<file path="src/rtl/switch_debounce4.sv">
// Four-channel switch conditioner: 2-flop sync + debounce per raw input.
// Ports: clk, rst_n (sync, active-low), p/q/r/s_raw in; p/q/r/s, changed, changed_mask out.
module switch_debounce4 #(
  parameter int DEBOUNCE_CYCLES = 4,
  parameter int CNT_W           = 3
) (
  input  logic       clk,
  input  logic       rst_n,
  input  logic       p_raw,
  input  logic       q_raw,
  input  logic       r_raw,
  input  logic       s_raw,
  output logic       p,
  output logic       q,
  output logic       r,
  output logic       s,
  output logic       changed,
  output logic [3:0] changed_mask
);

  localparam logic [CNT_W-1:0] LAST = CNT_W'(DEBOUNCE_CYCLES - 1);

  logic [3:0]       raw;
  logic [3:0]       sync1_q;
  logic [3:0]       sync2_q;
  logic [3:0]       stable_q;
  logic [3:0]       stable_d;
  logic [3:0]       mask_q;
  logic [3:0]       mask_d;
  logic             changed_q;
  logic [CNT_W-1:0] cnt_q [4];
  logic [CNT_W-1:0] cnt_d [4];

  assign raw = {s_raw, r_raw, q_raw, p_raw};

  // Count consecutive mismatches; the count restarts on any
  // agreeing cycle and on acceptance, so it never wraps.
  always_comb begin
    stable_d = stable_q;
    mask_d   = '0;
    for (int i = 0; i < 4; i++) begin
      cnt_d[i] = '0;
      if (sync2_q[i] != stable_q[i]) begin
        if (cnt_q[i] == LAST) begin
          stable_d[i] = sync2_q[i];
          mask_d[i]   = 1'b1;
        end else begin
          cnt_d[i] = cnt_q[i] + CNT_W'(1);
        end
      end
    end
  end

  always_ff @(posedge clk) begin
    if (!rst_n) begin
      sync1_q   <= '0;
      sync2_q   <= '0;
      stable_q  <= '0;
      mask_q    <= '0;
      changed_q <= 1'b0;
      for (int i = 0; i < 4; i++) begin
        cnt_q[i] <= '0;
      end
    end else begin
      sync1_q   <= raw;
      sync2_q   <= sync1_q;
      stable_q  <= stable_d;
      mask_q    <= mask_d;
      changed_q <= |mask_d;
      for (int i = 0; i < 4; i++) begin
        cnt_q[i] <= cnt_d[i];
      end
    end
  end

  assign p            = stable_q[0];
  assign q            = stable_q[1];
  assign r            = stable_q[2];
  assign s            = stable_q[3];
  assign changed      = changed_q;
  assign changed_mask = mask_q;

endmodule
</file>
<file path="config.mk">
export PLATFORM = sky130hd
export DESIGN_NAME = switch_debounce4
export DESIGN_NICKNAME = d
export VERILOG_FILES = /design/src/rtl/switch_debounce4.sv
export SDC_FILE = /design/constraint.sdc
export NUM_CORES = 1
export LEC_CHECK = 0
export BUFFER_PORTS_ARGS = -buffer_cell sky130_fd_sc_hd__buf_2
export CORE_UTILIZATION = 53
export CTS_CLUSTER_SIZE = 10
export DETAILED_ROUTE_END_ITERATION = 10
export PLACE_DENSITY = 0.75
export SYNTH_ARGS = -nofsm -noshare
export SYNTH_HDL_FRONTEND = slang
export SYNTH_SLANG_ARGS = --single-unit
</file>
<file path="constraint.sdc">
create_clock -name clk -period 1.6 [get_ports clk]
set_clock_uncertainty 0.1 [all_clocks]
set_input_delay 0.48 -clock clk [delete_from_list [all_inputs] [get_ports clk]]
set_output_delay 0.48 -clock clk [all_outputs]
set_load 0.02 [all_outputs]
</file>
; ---- Word level (Yosys, flattened, before mapping)
; Memory sizes are Yosys's and may differ from the RTL's.
; Cells that the tools add are included.
[totals]
wordCells = 52
ff_bits = 17
out_inout_bits = 9
mem_bits_rw = 12
n_memories = 1
inputBits = 6
[classes]
bitwise_logic = 4
addsub = 4
mux = 22
reduce_logical = 5
eq_ne = 8
[mem_list]
columns = name, words, width, read_ports, rd_clocked_by_memory_dff, wr, line
row1 = cnt_q, 4, 3, 4, 0, 4, 31  ; logic [CNT_W-1:0] cnt_q [4];
[op_table]
columns = cell, n
row1 = two-way mux 3 bit, 12
row2 = adder 3 x 1 -> 3 bit (second input constant), 4
row3 = equality test 3 x 2 -> 1 bit (second input constant), 4
row4 = two-way mux 1 bit, 10
row5 = AND reduction 2 bit, 4
row6 = inequality test 1 bit, 4
row7 = bitwise OR 1 bit, 4
row8 = OR reduction 4 bit, 1

; ---- Longest topological paths before layout
; Gate-level depths: netlist (run 1).
[depth]
ltp_word = 4
mapped_depth = 4
mapped_depth_nobuf = 4

; ---- Worst setup path after synthesis (run 1)
; OpenSTA, ideal clock, no wires.
[synth_path]
path_kind = reg-to-reg
from = mem cnt_q[3][0]
to = reg changed_q (netlist: changed)
required_time_ns = 1.377
arrival_ns = 0.918
slack_ns = 0.459
stages_incl_launch_ff = 5
path_buffers = 0
period_less_slack_ns = 1.141
setup_ns = 0.123
cell_sequence = dfxtp_1 ha_1 ha_1 a22oi_1 a21boi_1
[synth_rtl]
columns = item, line
row1 = from (decl), 31
row2 = to (signal assigned), 69  ; changed_q <= |mask_d;
row3 = to (decl), 30  ; logic changed_q;

; ---- Worst setup path in the final report (run 1)
[layout_path]
from = reg stable_q[2]
to = out r
[layout_rtl]
columns = item, line
row1 = from (decl), 26  ; logic [3:0] stable_q;
row2 = from (signal assigned), 67  ; stable_q <= stable_d;
row3 = to (decl), 15  ; output logic r,
; No word-level cell between the ends.

==> results of run 1 <==
[layout make-up]
| class | count | area [sq um] |
|---|---|---|
| multi-input combinational | 51 | 374 |
| clock inverter | 1 | 5.00 |
| timing repair buffer | 14 | 70.1 |
| sequential | 29 | 581 |
| clock buffer | 7 | 65.1 |
| inverter | 8 | 30.0 |
| fill | 160 | 589 |
| tap | 25 | 31.3 |
[registers in the layout, indices dropped and copies added, names as in the netlist]
signal        flops
sync1_q           4
changed           1
sync2_q           4
changed_mask      4
cnt_q            12
stable_q          4
[Yosys cell counts (2+ instances only)]
cell	count
dfxtp_1	29
nor2_1	12
and2_1	8
ha_1	8
inv_1	8
mux2i_1	4
nand3b_1	4
nor2b_1	4
xor2_1	4
and3_1	3
a22oi_1	2
[routing by layer]
layer	wire length, microns	global-route usage, %	share of wire, %	vias to the layer above
met4	37	14.5	2.9	0
met2	596	26.1	46	15
li1	-	-	-	327
met5	0	0	0	-
met1	597	17.4	46	277
met3	62	6.00	4.8	5
[power breakdown]
group          internal [uW]  switching, uW  leakage [uW]  total [uW]
Clock                    254            227     0.0000413         481
Sequential               734           5.30      0.000236         739
Combinational           14.6           15.6      0.000261        30.2
Total                   1000            248      0.000538        1250
[cell usage in the layout, fill, tap and decap left out]
cell type / synthesis / routed
a21boi_1: 1 / 1
a22oi_1: 2 / 2
and2_1: 8 / 8
and3_1: 3 / 3
and3_2: 1 / 1
buf_2: 0 / 14
clkbuf_4: 0 / 5
clkbuf_8: 0 / 2
clkinv_2: 0 / 1
dfxtp_1: 29 / 29
ha_1: 8 / 8
inv_1: 8 / 8
mux2i_1: 4 / 4
nand3b_1: 4 / 4
nor2_1: 12 / 12
nor2b_1: 4 / 4
xor2_1: 4 / 4
[cells by family (layout without fill, tap and decap cells)]
group | Yosys count | in the layout
mux | 4 | 4
flops | 29 | 29
compound gates | 3 | 3
fa+ha+maj | 8 | 8
xor+xnor | 4 | 4
buf+inv | 10 | 30
simple gates | 32 | 32
[through the flow]
step / setup slack (ns) / std cells / cell area, sq um
2_1_floorplan: 0.459 / 90 / 993
3_3_place_gp: 0.368 / 127 / 1090
6_report: 0.149 / 135 / 1160
4_1_cts: 0.126 / 135 / 1160
3_5_place_dp: 0.379 / 127 / 1090
5_1_grt: 0.0913 / 135 / 1160
[final timing paths]
check / start / endpoint / slack [ns] / cells past startpoint
max: stable_q[2] / r / 0.15 / 1
min: q_raw / sync1_q[1] / 0.26 / 2
max reg2reg: cnt_q[1][0] / changed / 0.34 / 4
min reg2reg: cnt_q[0][0] / cnt_q[0][0] / 0.32 / 1
==> impl_metrics.csv, run 1 <==
group,metric,value,unit
run_status,status,"complete, no violations",
floorplan,die_x,45.3,microns
finish,diodes,0,
clock_tree,ctsHoldBuffers,0,
run,drv_cap,0,
yosys,synth_seq_area_share,58.4,%
clock_tree,cts_resized,0,
detailed_routing,drc,0,
detailed_routing,dr.pass1.iters,3,
yosys,synth_top_area_share,58.4,%
floorplan,die-area,2050,sq um
placed_design,dp_hpwl,928,microns
yosys,syn_avg_cell_area,11.0,sq um
floorplan,rows,15,
setup_path,crit_path_top_delay_cell,"dfxtp_1",
global_route,grt_pass1_vias,590,
global_route,grt_max_degree,22,
global_route,grt_pass1_wl,2260,microns
finish,drive_gt1_share,20.9,%
floorplan,die_y,45.3,microns
setup_path,critPathCaptureType,"output pin",
finish,num-nets-final,123,
yosys,synth_top_family_by_area,"simple AND/OR/NAND/NOR gates",
yosys,synth.area.mux_share,4.03,%
global_route,overflow,0,
detailed_routing,vias,624,
yosys,synth_xor_area_share,3.53,%
timing,setup_viol,0,
clock_tree,clock_sinks,29,
floorplan,io_pins,15,
yosys,syn_area,993,sq um
yosys,synth_nets,104,
floorplan,coreArea,1750,sq um
finish,final_util,66.2,%
timing,maxSlewViolCount,0,
detailed_routing,vias_per_cell,4.62,
setup_path,arrival,0.87,ns
floorplan,start_util,56.9,%
global_route,antenna_found_initial,0,
timing,hold_viol,0,
timing,hold_ws,0.265,ns
yosys,synth_fa_ha_area_share,10.1,%
timing,fin_crit_sh,90.7,%
setup_path,crit_family,"flip-flops",
finish,syn_to_final_growth,16.4,%
setup_path,worstPathCellList,"buf_2",
timing,min_period,1.45,ns
pwr,p_per_area,1080,nW/um^2
detailed_routing,antenna_left,0,
setup_path,cp_data_required_time,1.02,ns
pwr,finalPower,1250,uW
setup_path,max_stage_delay,0.38,ns
detailed_routing,first_iter_violations,5,
clock_tree,clk_pin_slew_worst_paths,0.09,ns
hold_path,hold_path_class,"in -> reg",
placed_design,place.port_buffers,14,
yosys,synth_warnings,0,
global_route,grt.total_usage,16.6,%
clock_tree,cts_root_buf,"clkbuf_4",
yosys,postSynthCellCount,90,
setup_path,crit_type,"reg -> out",
placed_design,gp_congestion,0.680,
yosys,synthFlopType,"dfxtp_1",
yosys,synth.distinct_cells,15,
yosys,synthSimpleGateAreaFrac,17.8,%
setup_path,crit_fanout,3,
yosys,synth_area_leaders,"dfxtp_1 58%, ha_1 10%, and2_1 5.0%, nor2_1 4.5%, mux2i_1 4.0%",
timing,rsz0062_at_grt,"false",
timing,finalSetupTns,0,ns
clock_tree,clock_path_buffers,2,
clock_tree,cts_setup_buffers,0,
timing,tightest_slew,0.284,ns
setup_path,startpoint_type,"flop",
yosys,synth_edf_count,0,
clock_tree,cts_max_level,2,
setup_path,critPathBufInv,1,
yosys,synth-seq-cells,29,
clock_tree,clock_latency,0.31,ns
detailed_routing,wl,1290,microns
yosys,async_flop_share,0,%
timing,fmax,689,MHz
detailed_routing,detail_route.wl_per_cell,9.59,microns
yosys,yosysTopAreaCell,"dfxtp_1",
pwr,p_leak,0.000538,uW
clock_tree,cts_buffers,5,
pwr,ir_drop,0.000572,V
yosys,synth_compound_area_share,2.27,%
clock_tree,cts_tree,"yes",
timing,relSlewSlack,81.1,%
Note: power is estimated with default switching activity, not from simulation.
==> run 2, diff against run 1 <==
- CORE_UTILIZATION: 53 -> 57
- CTS_BUF_LIST: not set -> sky130_fd_sc_hd__clkbuf_8
- CTS_CLUSTER_DIAMETER: not set -> 200
- PLACE_DENSITY: 0.75 -> 0.8
==> run 2 against run 1 <==
  * The run now ends with DRC left
  * First-iteration DRC count up 80%
  * Fmax up 2.7%
  * Global-route usage rose by 1.9 points
  * Clock power is 32% higher
  * Combinational power decreased by 1%
  * Final area rose by 1.7%
  * Sequential power hardly changed
  * Via count is 3.2% lower
  * Register-to-register slack got worse by 0.02 ns
  * Hold slack improved by 0.045 ns
  * Critical path type unchanged
  * Highest routed layer unchanged
==> impl_metrics.csv, run 2 (same netlist as run 1, synthesis figures left out) <==
group,metric,value,unit
run_status,status,"finished with violations",
run_status,violations,"DRC",
setup_path,critPathBufInv,1,
clock_tree,cts_buffers,5,
clock_tree,clock_path_buffers,2,
finish,stdcell_area,1180,sq um
finish,drive_gt1_share,20.9,%
finish,seq_area,581,sq um
timing,setup_viol,0,
pwr,ir_drop,0.000903,V
clock_tree,clock_latency,0.27,ns
timing,hold_viol,0,
pwr,p_per_area,1190,nW/um^2
detailed_routing,dr.pass1.iters,7,
global_route,antenna_found_initial,0,
detailed_routing,wl,1340,microns
setup_path,critPathCaptureType,"output pin",
detailed_routing,vias,604,
run,drv_cap,0,
hold_path,min-delay-start,"q_raw",
clock_tree,clk_pin_slew_worst_paths,0.06,ns
finish,layout_commonest_cell,"dfxtp_1",
floorplan,rows,14,
finish,multi_input_area,374,sq um
finish,diodes,0,
detailed_routing,wirelength_met1,577,microns
placed_design,dp_hpwl,925,microns
clock_tree,cts_setup_buffers,0,
setup_path,crit_path_top_delay_cell,"dfxtp_1",
detailed_routing,detail_route.wl_per_cell,10.6,microns
floorplan,start_util,63.7,%
placed_design,dp.cells,118,
floorplan,die-area,1910,sq um
timing,fmax,707,MHz
finish,largest_reg_flops,12,
global_route,grt_pass1_vias,597,
detailed_routing,dr_wl_met3,65,microns
finish,num-nets-final,123,
setup_path,reg2reg_depth,4,
setup_path,startpoint_type,"flop",
setup_path,r2r-end,"cnt_q[2][0]",
placed_design,gp_congestion,0.712,
setup_path,worstPathCellList,"buf_2",
hold_path,whs_path_depth,2,
timing,relSlewSlack,82.1,%
floorplan,io_pins,15,
finish,fin_cells,126,
clock_tree,clock_sinks,29,
clock_tree,cts_max_level,2,
setup_path,arrival,0.83,ns
timing,maxSlewViolCount,0,
setup_path,rrSetupSlack,0.32,ns
floorplan,die_y,43.8,microns
finish,nFillCells,117,
global_route,overflow,0,
clock_tree,cts_tree,"yes",
timing,finalSetupTns,0,ns
floorplan,coreArea,1560,sq um
hold_path,min_to,"sync1_q[1]",
timing,min_period,1.41,ns
setup_path,crit_type,"reg -> out",
timing,tightest_slew,0.269,ns
detailed_routing,antenna_left,0,
detailed_routing,routed.top_layer,"met4",
detailed_routing,drc,2,
setup_path,rr_startpoint,"cnt_q[2][0]",
detailed_routing,wl_met2,663,microns
finish,mostFrequentLayoutCells,"29 x dfxtp_1, 14 x buf_2, 12 x nor2_1",
global_route,grt_pass1_wl,2350,microns
timing,rsz0062_at_grt,"false",
placed_design,place.port_buffers,14,
finish,regMostFlops,"cnt_q",
global_route,grt_max_degree,22,
clock_tree,cts_root_buf,"clkbuf_8",
timing,fin_crit_sh,88.3,%
detailed_routing,vias_per_cell,4.79,
clock_tree,cts_resized,0,
setup_path,cp_data_required_time,1.02,ns
hold_path,hold_path_class,"in -> reg",
placed_design,dpl_cell_area,1070,sq um
global_route,grt.total_usage,18.5,%
setup_path,crit_family,"flip-flops",
pwr,finalPower,1400,uW
detailed_routing,first_iter_violations,9,
pwr,p_leak,0.000551,uW
setup_path,crit_fanout,3,
clock_tree,ctsHoldBuffers,0,
floorplan,die_x,43.8,microns
finish,final_util,75.4,%
finish,syn_to_final_growth,18.4,%
setup_path,max_stage_delay,0.38,ns
[run 2: cell counts in the layout (fill, tap and decap cells not counted)]
Identical to the previous run, type by type.
[run 2: layout make-up]
type | count | area share (%)
clock buffers | 7 | 8.19
inverters | 8 | 2.55
clock inverters | 1 | 0.426
flip-flops and latches | 29 | 49.4
well taps | 16 | 1.70
repair buffers | 14 | 5.96
multi-input cells | 51 | 31.8
[run 2: worst max-delay path by stage]
stage | endpoint | slack, ns | cells past startpoint | startpoint
floorplan | changed | 0.46 | 4 | cnt_q[3][0]
global placement | changed | 0.38 | 4 | cnt_q[1][0]
detailed placement | cnt_q[2][0] | 0.37 | 4 | cnt_q[2][0]
CTS | s | 0.17 | 1 | stable_q[3]
global route | s | 0.16 | 1 | stable_q[3]
finish | s | 0.19 | 1 | stable_q[3]
[run 2: worst reg2reg max path: stages, from the launching register on]
cell	delay (ns)
dfxtp_1	0.32
ha_1	0.20
ha_1	0.23
nand3b_1	0.22
nor2_1	0.14
[run 2: per-layer routing]
| layer | vias up | track usage [%] |
|---|---|---|
| li1 | 328 | - |
| met1 | 258 | 19.8 |
| met2 | 14 | 28.7 |
| met3 | 4 | 7.50 |
| met4 | 0 | 15.0 |
| met5 | - | 0 |
[run 2: where the power goes]
part	internal (uW)	switching, uW
registers	735	5.45
clock network	387	246
logic	14.6	15.2
total	1140	267
[run 2: per-stage QoR]
stage | hold slack (ns) | setup WS (ns)
finish | 0.310 | 0.186
global route | 0.309 | 0.160
CTS | 0.299 | 0.175
detailed placement | 0.316 | 0.372
global placement | 0.306 | 0.381
floorplan | 0.299 | 0.459
==> run 3, diff against run 2 <==
- BUFFER_PORTS_ARGS: -buffer_cell sky130_fd_sc_hd__buf_2 -> -buffer_cell sky130_fd_sc_hd__buf_4
- CORE_UTILIZATION: 57 -> 25
- PLACE_DENSITY: 0.8 -> not set
==> run 3 against run 2 <==
  * Via count up 1.2%
  * Non-clock buffer count unchanged
  * First-iteration DRC count down 44%
  * Hold slack worse by 0.00099 ns
  * Fmax up 1.7%
  * Clock power down 13%
  * Die area up 120%
  * Cell count up 25%
  * Global-route usage down 11 points
  * Flip-flop and latch count unchanged
  * Largest power group unchanged
  * Wire length up 4.3%
  * Setup slack better by 0.023 ns
  * The run now ends clean
==> impl_metrics.csv, run 3 (same netlist as run 1, synthesis figures left out) <==
group,metric,value,unit
run_status,status,"complete, no violations",
hold_path,whs_path_depth,2,
timing,setup_viol,0,
detailed_routing,drc,0,
detailed_routing,vias,611,
clock_tree,clk_pin_slew_worst_paths,0.06,ns
detailed_routing,dr.pass1.iters,4,
setup_path,crit_family,"flip-flops",
setup_path,reg2reg_depth,4,
timing,min_period,1.39,ns
setup_path,cp_data_required_time,1.02,ns
timing,tightest_slew,0.254,ns
finish,seq_area,581,sq um
finish,drive_gt1_share,20.0,%
setup_path,crit_path_top_delay_cell,"dfxtp_1",
timing,maxSlewViolCount,0,
timing,fin_crit_sh,86.9,%
floorplan,io_pins,15,
timing,hold_ws,0.309,ns
clock_tree,cts_root_buf,"clkbuf_8",
pwr,ir_drop,0.000460,V
clock_tree,clock_sinks,29,
timing,finalSetupTns,0,ns
setup_path,worstPathCellList,"buf_4",
clock_tree,cts_max_level,2,
global_route,antenna_found_initial,0,
finish,syn_to_final_growth,24.1,%
placed_design,place.port_buffers,14,
pwr,p_per_area,1080,nW/um^2
timing,relSlewSlack,83.0,%
finish,num-nets-final,123,
hold_path,min_to,"sync1_q[2]",
finish,multi_input_area,374,sq um
clock_tree,clock_latency,0.28,ns
pwr,p_leak,0.000549,uW
detailed_routing,antenna_left,0,
placed_design,dp_hpwl,983,microns
clock_tree,cts_tree,"yes",
hold_path,min-delay-start,"r_raw",
global_route,grt.total_usage,7.99,%
clock_tree,cts_setup_buffers,0,
timing,rsz0062_at_grt,"false",
placed_design,gp_congestion,0.698,
setup_path,startpoint_type,"flop",
clock_tree,cts_buffers,5,
setup_path,critPathBufInv,1,
finish,regMostFlops,"cnt_q",
floorplan,start_util,26.5,%
global_route,grt_max_degree,22,
finish,diodes,0,
global_route,overflow,0,
setup_path,r2r-end,"cnt_q[2][0]",
finish,mostFrequentLayoutCells,"29 x dfxtp_1, 14 x buf_4, 12 x nor2_1",
finish,layout_commonest_cell,"dfxtp_1",
detailed_routing,detail_route.wl_per_cell,8.82,microns
setup_path,arrival,0.81,ns
setup_path,crit_type,"reg -> out",
setup_path,crit_fanout,3,
run,drv_cap,0,
setup_path,max_stage_delay,0.37,ns
hold_path,hold_path_class,"in -> reg",
clock_tree,ctsHoldBuffers,0,
detailed_routing,wl,1390,microns
clock_tree,clock_path_buffers,2,
floorplan,rows,22,
detailed_routing,first_iter_violations,5,
timing,fmax,719,MHz
timing,hold_viol,0,
finish,largest_reg_flops,12,
floorplan,coreArea,3740,sq um
setup_path,rrSetupSlack,0.36,ns
setup_path,rr_startpoint,"cnt_q[2][0]",
clock_tree,cts_resized,0,
finish,nFillCells,410,
floorplan,die-area,4230,sq um
floorplan,die_x,65.0,microns
global_route,grt_pass1_vias,580,
detailed_routing,vias_per_cell,3.87,
floorplan,die_y,65.0,microns
global_route,grt_pass1_wl,2350,microns
setup_path,critPathCaptureType,"output pin",
## run 3: cell count changes in the layout (fill, tap and decap cells not counted)
cell      delta
buf_4       +14
clkbuf_8     -2
inv_1        +1
clkinv_2     +1
buf_2       -14
## run 3: layout make-up
cell class | count | area share, %
inverter | 8 | 2.44
clock buffer | 5 | 5.58
clock inverter | 3 | 1.12
multi-input combinational | 51 | 30.4
sequential | 29 | 47.1
timing repair buffer | 14 | 8.53
tap | 48 | 4.87
## run 3: worst max-delay path by stage
stage	start	end	slack (ns)	depth (start not counted)
final	stable_q[3]	s	0.21	1
after global placement	cnt_q[1][0]	changed	0.38	4
after global routing	stable_q[2]	r	0.17	1
after CTS	stable_q[1]	q	0.19	1
after floorplan	cnt_q[3][0]	changed	0.46	4
after detailed placement	cnt_q[1][0]	changed	0.37	4
## run 3: worst register-to-register path: cells and delay by family (launching register included)
family                   cells  cell delay, ns
adder cells (fa/ha/maj)      2            0.44
flip-flops                   1            0.31
AND/OR/NAND/NOR              2            0.32
## run 3: through the flow
stage          worst slack [ns]  power, uW  instances  area (sq um)  util [%]
2_1_floorplan             0.459        776         90           993         -
3_3_place_gp              0.381        788        150          1150      30.7
3_5_place_dp              0.365        790        150          1150      30.7
4_1_cts                   0.193       1350        158          1230      32.9
5_1_grt                   0.169       1390        158          1230      32.9
6_report                  0.210       1330        158          1230      32.9
## run 3: routing by layer
metal	part of all wire [%]	wire length (microns)	GRT usage [%]
met1	48	666	8.32
met2	42	591	11.8
met3	6.6	92	4.75
met4	3.2	44	5.71
met5	0	0	0
## run 3: power by group
part / total, uW / internal (uW) / switching (uW)
clock: 552 / 294 / 259
combinational: 33.4 / 18.0 / 15.4
sequential: 740 / 735 / 5.07
